--- src/rtl/uart_pm_loader_if.sv ---
// uart_pm_loader_if: program-memory write bus (pm_address, pm_data, pm_we); master drives, slave receives
interface uart_pm_loader_if #(parameter int ADDR_W = 12);
  logic [ADDR_W-1:0] pm_address;
  logic [15:0] pm_data;
  logic pm_we;
  modport master (output pm_address, pm_data, pm_we);
  modport slave (input pm_address, pm_data, pm_we);
endinterface

--- src/rtl/uart_pm_loader.sv ---
// uart_pm_loader: UART 8N1 bootloader filling program memory; ports clock, reset, rx, pm (write bus), core_reset, busy, done, error
module uart_pm_loader #(
  parameter int CLK_HZ = 25_000_000,
  parameter int BAUD = 230400,
  parameter int ADDR_W = 12,
  parameter int TIMEOUT = 2_500_000
) (
  input logic clock,
  input logic reset,
  input logic rx,
  uart_pm_loader_if.master pm,
  output logic core_reset,
  output logic busy,
  output logic done,
  output logic error
);
  localparam int DIV = (CLK_HZ + BAUD / 2) / BAUD;
  localparam int HALF = DIV / 2;
  localparam int CW = $clog2(DIV);
  localparam int TW = $clog2(TIMEOUT + 1);
  typedef enum logic [1:0] {RX_IDLE, RX_START, RX_DATA, RX_STOP} rx_t;
  typedef enum logic [2:0] {IDLE, LEN_LO, LEN_HI, DAT_LO, DAT_HI, CSUM} st_t;
  logic s1, s2;
  rx_t rs, rs_n;
  logic [CW-1:0] cnt;
  logic [2:0] bidx;
  logic [7:0] sh;
  logic tick_half, tick_bit, rx_valid, rx_ferr;
  st_t st, st_n;
  logic [15:0] rem, data;
  logic [7:0] lo, sum;
  logic [ADDR_W-1:0] addr;
  logic [TW-1:0] tcnt;
  logic we, tout, abort;
  always_comb begin
    tick_half = cnt == CW'(HALF - 1);
    tick_bit = cnt == CW'(DIV - 1);
    rs_n = rs == RX_IDLE ? (s2 ? RX_IDLE : RX_START)
      : rs == RX_START ? (!tick_half ? RX_START : s2 ? RX_IDLE : RX_DATA)
      : rs == RX_DATA ? (tick_bit && bidx == 3'd7 ? RX_STOP : RX_DATA)
      : (tick_bit ? RX_IDLE : RX_STOP);
    rx_valid = rs == RX_STOP && tick_bit && s2;
    rx_ferr = rs == RX_STOP && tick_bit && !s2;
  end
  always_ff @(posedge clock) begin
    if (reset) begin
      s1 <= 1'b1;
      s2 <= 1'b1;
      rs <= RX_IDLE;
      cnt <= '0;
      bidx <= '0;
      sh <= '0;
    end else begin
      s1 <= rx;
      s2 <= s1;
      rs <= rs_n;
      cnt <= (rs == RX_IDLE || rs != rs_n || tick_bit) ? '0 : cnt + 1'b1;
      if (rs == RX_START) bidx <= '0;
      if (rs == RX_DATA && tick_bit) begin
        sh <= {s2, sh[7:1]};
        bidx <= bidx + 1'b1;
      end
    end
  end
  always_comb begin
    tout = st != IDLE && !rx_valid && tcnt == TW'(TIMEOUT - 1);
    abort = st != IDLE && (rx_ferr || tout);
    st_n = abort ? IDLE
      : !rx_valid ? st
      : st == IDLE ? (sh == 8'h55 ? LEN_LO : IDLE)
      : st == LEN_LO ? LEN_HI
      : st == LEN_HI ? ({sh, rem[7:0]} == 16'd0 ? CSUM : DAT_LO)
      : st == DAT_LO ? DAT_HI
      : st == DAT_HI ? (rem == 16'd1 ? CSUM : DAT_LO)
      : IDLE;
  end
  always_ff @(posedge clock) begin
    if (reset) begin
      st <= IDLE;
      rem <= '0;
      lo <= '0;
      sum <= '0;
      addr <= '0;
      tcnt <= '0;
      data <= '0;
      we <= 1'b0;
      done <= 1'b0;
      error <= 1'b0;
    end else begin
      st <= st_n;
      we <= 1'b0;
      done <= 1'b0;
      tcnt <= (st == IDLE || rx_valid) ? '0 : tcnt + 1'b1;
      // address advances the cycle after the strobe so it is stable while pm_we is high
      if (we) addr <= addr + 1'b1;
      if (abort) error <= 1'b1;
      else if (rx_valid)
        case (st)
          IDLE: if (sh == 8'h55) begin
            error <= 1'b0;
            addr <= '0;
            sum <= '0;
          end
          LEN_LO: rem[7:0] <= sh;
          LEN_HI: rem[15:8] <= sh;
          DAT_LO: begin
            lo <= sh;
            sum <= sum + sh;
          end
          DAT_HI: begin
            we <= 1'b1;
            data <= {sh, lo};
            sum <= sum + sh;
            rem <= rem - 1'b1;
          end
          CSUM: begin
            done <= sh == sum;
            error <= sh != sum;
          end
          default: ;
        endcase
    end
  end
  assign busy = st != IDLE;
  assign core_reset = busy;
  assign pm.pm_we = we;
  assign pm.pm_address = addr;
  assign pm.pm_data = data;
endmodule
--- src/flat_wrapper.sv ---
// flat-port wrapper written by rule: the top's interface ports become plain ports
module uart_pm_loader_flat 
#(
  parameter int CLK_HZ = 25_000_000,
  parameter int BAUD = 230400,
  parameter int ADDR_W = 12,
  parameter int TIMEOUT = 2_500_000
)
  (clock, reset, rx, core_reset, busy, done, error, pm_pm_address, pm_pm_data, pm_pm_we);
  uart_pm_loader_if #(.ADDR_W(ADDR_W)) pm_i ();
  input logic clock;
  input logic reset;
  input logic rx;
  output logic core_reset;
  output logic busy;
  output logic done;
  output logic error;
  output wire logic [$bits(pm_i.pm_address)-1:0] pm_pm_address;
  output wire logic [$bits(pm_i.pm_data)-1:0] pm_pm_data;
  output wire logic [$bits(pm_i.pm_we)-1:0] pm_pm_we;
  assign pm_pm_address = pm_i.pm_address;
  assign pm_pm_data = pm_i.pm_data;
  assign pm_pm_we = pm_i.pm_we;
  uart_pm_loader #(.CLK_HZ(CLK_HZ), .BAUD(BAUD), .ADDR_W(ADDR_W), .TIMEOUT(TIMEOUT)) u_core (.clock(clock), .reset(reset), .rx(rx), .pm(pm_i), .core_reset(core_reset), .busy(busy), .done(done), .error(error));
endmodule
--- config.mk ---
export PLATFORM = sky130hd
export DESIGN_NAME = uart_pm_loader_flat
export DESIGN_NICKNAME = d
export VERILOG_FILES = /design/src/rtl/uart_pm_loader_if.sv /design/src/rtl/uart_pm_loader.sv /design/src/flat_wrapper.sv
export SDC_FILE = /design/constraint.sdc
export NUM_CORES = 1
export LEC_CHECK = 0
export BUFFER_PORTS_ARGS = -buffer_cell sky130_fd_sc_hd__clkbuf_2
export CAP_MARGIN = 20
export CORE_MARGIN = 8
export CORE_UTILIZATION = 60
export DETAILED_ROUTE_END_ITERATION = 8
export GPL_ROUTABILITY_DRIVEN = 0
export PLACE_DENSITY = 0.79
export SLEW_MARGIN = 20
export SYNTH_ARGS = -nofsm -noshare
export SYNTH_HDL_FRONTEND = slang
export SYNTH_SLANG_ARGS = --single-unit
--- constraint.sdc ---
create_clock -name clock -period 2.6 [get_ports clock]
set_clock_uncertainty 0.05 [all_clocks]
set_input_delay 0.52 -clock clock [delete_from_list [all_inputs] [get_ports clock]]
set_output_delay 0.52 -clock clock [all_outputs]
set_load 0.01 [all_outputs]
==> metrics <==
status=finished clean; CP bufs+invs=1; core area=8720 sq um; crit path launch type=register; delay-heaviest family, CP=simple AND/OR/NAND/NOR gates; synthesized cell area=5390 sq um; Synth top cells by count=110 x dfxtp_1, 106 x nor2_1, 56 x nand2_1, 34 x a21oi_1, 29 x nand3_1; share of cells above drive strength 1=13.8%; Cells after DPL=758; syn_area_per_cell=8.62 sq um; Crit Path Category=register to register; worst hold path type=input pin to register; crit path max-delay cell type=or3_1; net count after synthesis=646; Iteration-0 DRC Markers=279; Cell Rows=34; CTS H-tree lvls=3; post-CTS setup buffers=0; via count=4573; final worst slack=0.194 ns; register area share after synthesis=40.9%; vias in the first global route=4364; minimum clock period=2.41 ns; Synth Warn #=0; area grow syn2layout=8.68%; initial antenna violation count=0; post-CTS sizing=0; # port buffers=35; final wirelength=11800 um; GRT Util Overall=19.0%; DR pass1 iterations=5; die area=12300 sq um; Final Hold Viols=0; CP max FO=13; leading area contributor after synthesis=dfxtp_1; Max VDD drop=0.291 mV; clk_lat worst skew=0.38 ns; post-route insts no fill=774; # IOs=36; DRC=0; PD cells=476 nW/um^2; Slew @ Worst Pin=0.713 ns; Max Fclk=416 MHz; Max stage delay on crit path=0.64 ns; FF+latch count, synth=110; Root Driver=clkbuf_8; Synth cell types=70; global-route congestion overflow total=0; Final #Nets=682; hold_ws=0.269 ns; Antenna Nets Post-Route=0; CTS tree=built; CTS buffer count=9; crit path capture type=register; worst path required time=2.83 ns; Final Cycle Share=92.5%; die height=111 um; dominant cells by area after synthesis=dfxtp_1 41%, nor2_1 7.4%, mux2i_1 4.6%, xor2_1 4.2%, ha_1 3.9%; fill count=701; count leader, synth=dfxtp_1; Max-slew headroom=52.3%; Main synth FF type=dfxtp_1; clk sink count=110; asr flop ratio synth=0%; Place WS=0.237 ns; wire length per cell=15.3 um; pins over their slew limit=0; Setup TNS=0 ns; Multi-input gate area=2900 sq um; hold_buf cts=0; Starting Density=61.8%; max cap viols=0; CTS Buffer Depth=2; Post-synth EDFFs=0; Static Leak=2.15 nW; Final setup viols=0; arrival time worst endpoint=2.64 ns; Worst-path clk slew=0.11 ns; largest net degree at the start of global routing=61; vias per cell=5.91; area occupied by registers=2200 sq um; first-pass GRT wire length=20400 um; RSZ-0062 raised after global routing=false; Syn Inst Count=625; Yosys top cell area share=40.9%; Final HPWL DP=8340 um; antenna cells=0; Die Width=111 um; cell breakdown of the critical path=inv_1 > ha_1 > nand4b_4 > or3_1 > nor3_4 > a21oi_1 > a211oi_1
[cell usage in the layout, fill, tap and decap left out, drive strengths merged, types with 3 or more instances in the layout]
cell type / count
clkbuf: 44
a21oi: 34
inv: 32
xnor2: 15
nor4: 10
ha: 17
a211oi: 5
mux2: 3
o22a: 3
or4: 4
nor2: 107
nor3b: 3
or2: 4
o21ai: 25
mux2i: 25
xor2: 26
nand2: 56
or3: 5
o32ai: 3
nor4b: 3
and3: 8
a31oi: 6
nand3b: 5
nand4: 9
nor3: 14
buf: 18
a22oi: 7
and4: 4
nand3: 29
dfxtp: 110
[sequential cells by signal, indices dropped and copies added, names as in the netlist, 7 cells and up]
register and cells:
u_core.lo 8, u_core.sh 8, u_core.cnt 7, u_core.pm.pm_data 16, u_core.rem 16, u_core.tcnt 22
u_core.sum 8, u_core.pm.pm_address 12
[worst paths after layout]
path                            slack [ns]                     start  depth (start not counted)                         end
worst max-delay path                  0.19  u_core.cnt[0]$_SDFF_PP0_                          7  u_core.rem[9]$_SDFFE_PP0P_
worst min-delay path                  0.27                        rx                          2        u_core.s1$_SDFF_PP1_
worst max register to register        0.19  u_core.cnt[0]$_SDFF_PP0_                          7  u_core.rem[9]$_SDFFE_PP0P_
worst min register to register        0.37      u_core.s1$_SDFF_PP1_                          1        u_core.s2$_SDFF_PP1_
[per-stage QoR]
step	total power [W]	util [%]	cell area (sq um)
global placement	0.00176	64.8	5650
detailed placement	0.00177	64.8	5650
CTS	0.00282	67.2	5860
floorplan	0.00176	-	5390
finish	0.00279	67.2	5860
global route	0.00288	67.2	5860
[where the power goes]
| group | switching (W) | internal, W |
|---|---|---|
| registers | 0.00000231 | 0.00169 |
| clock network | 0.000668 | 0.000392 |
| logic | 0.0000280 | 0.00000923 |
| total | 0.000698 | 0.00209 |
[kinds of logic after synthesis]
logic type,count (synthesis),synth area share [%]
buf+inv,55,5.27
fa+ha+maj,18,4.32
compound gates,104,12.4
flops,110,40.9
simple gates,268,24.8
xor+xnor,41,6.66
mux,29,5.69
[layer usage]
metal	vias to the layer above	part of all wire [%]	global-route usage (%)
met1	2148	44	23.3
met3	26	6.4	4.55
met2	145	47	31.1
li1	2254	-	-
met4	0	2.2	8.11
met5	-	0	0
[cell type report]
class | instances | share of cell area (%)
clock buffer | 9 | 2.11
sequential | 110 | 37.6
timing repair buffer | 53 | 5.30
inverter | 27 | 1.73
multi-input combinational | 460 | 49.6
tap | 108 | 2.31
clock inverter | 7 | 1.39
Note: power is estimated with default switching activity, not from simulation.
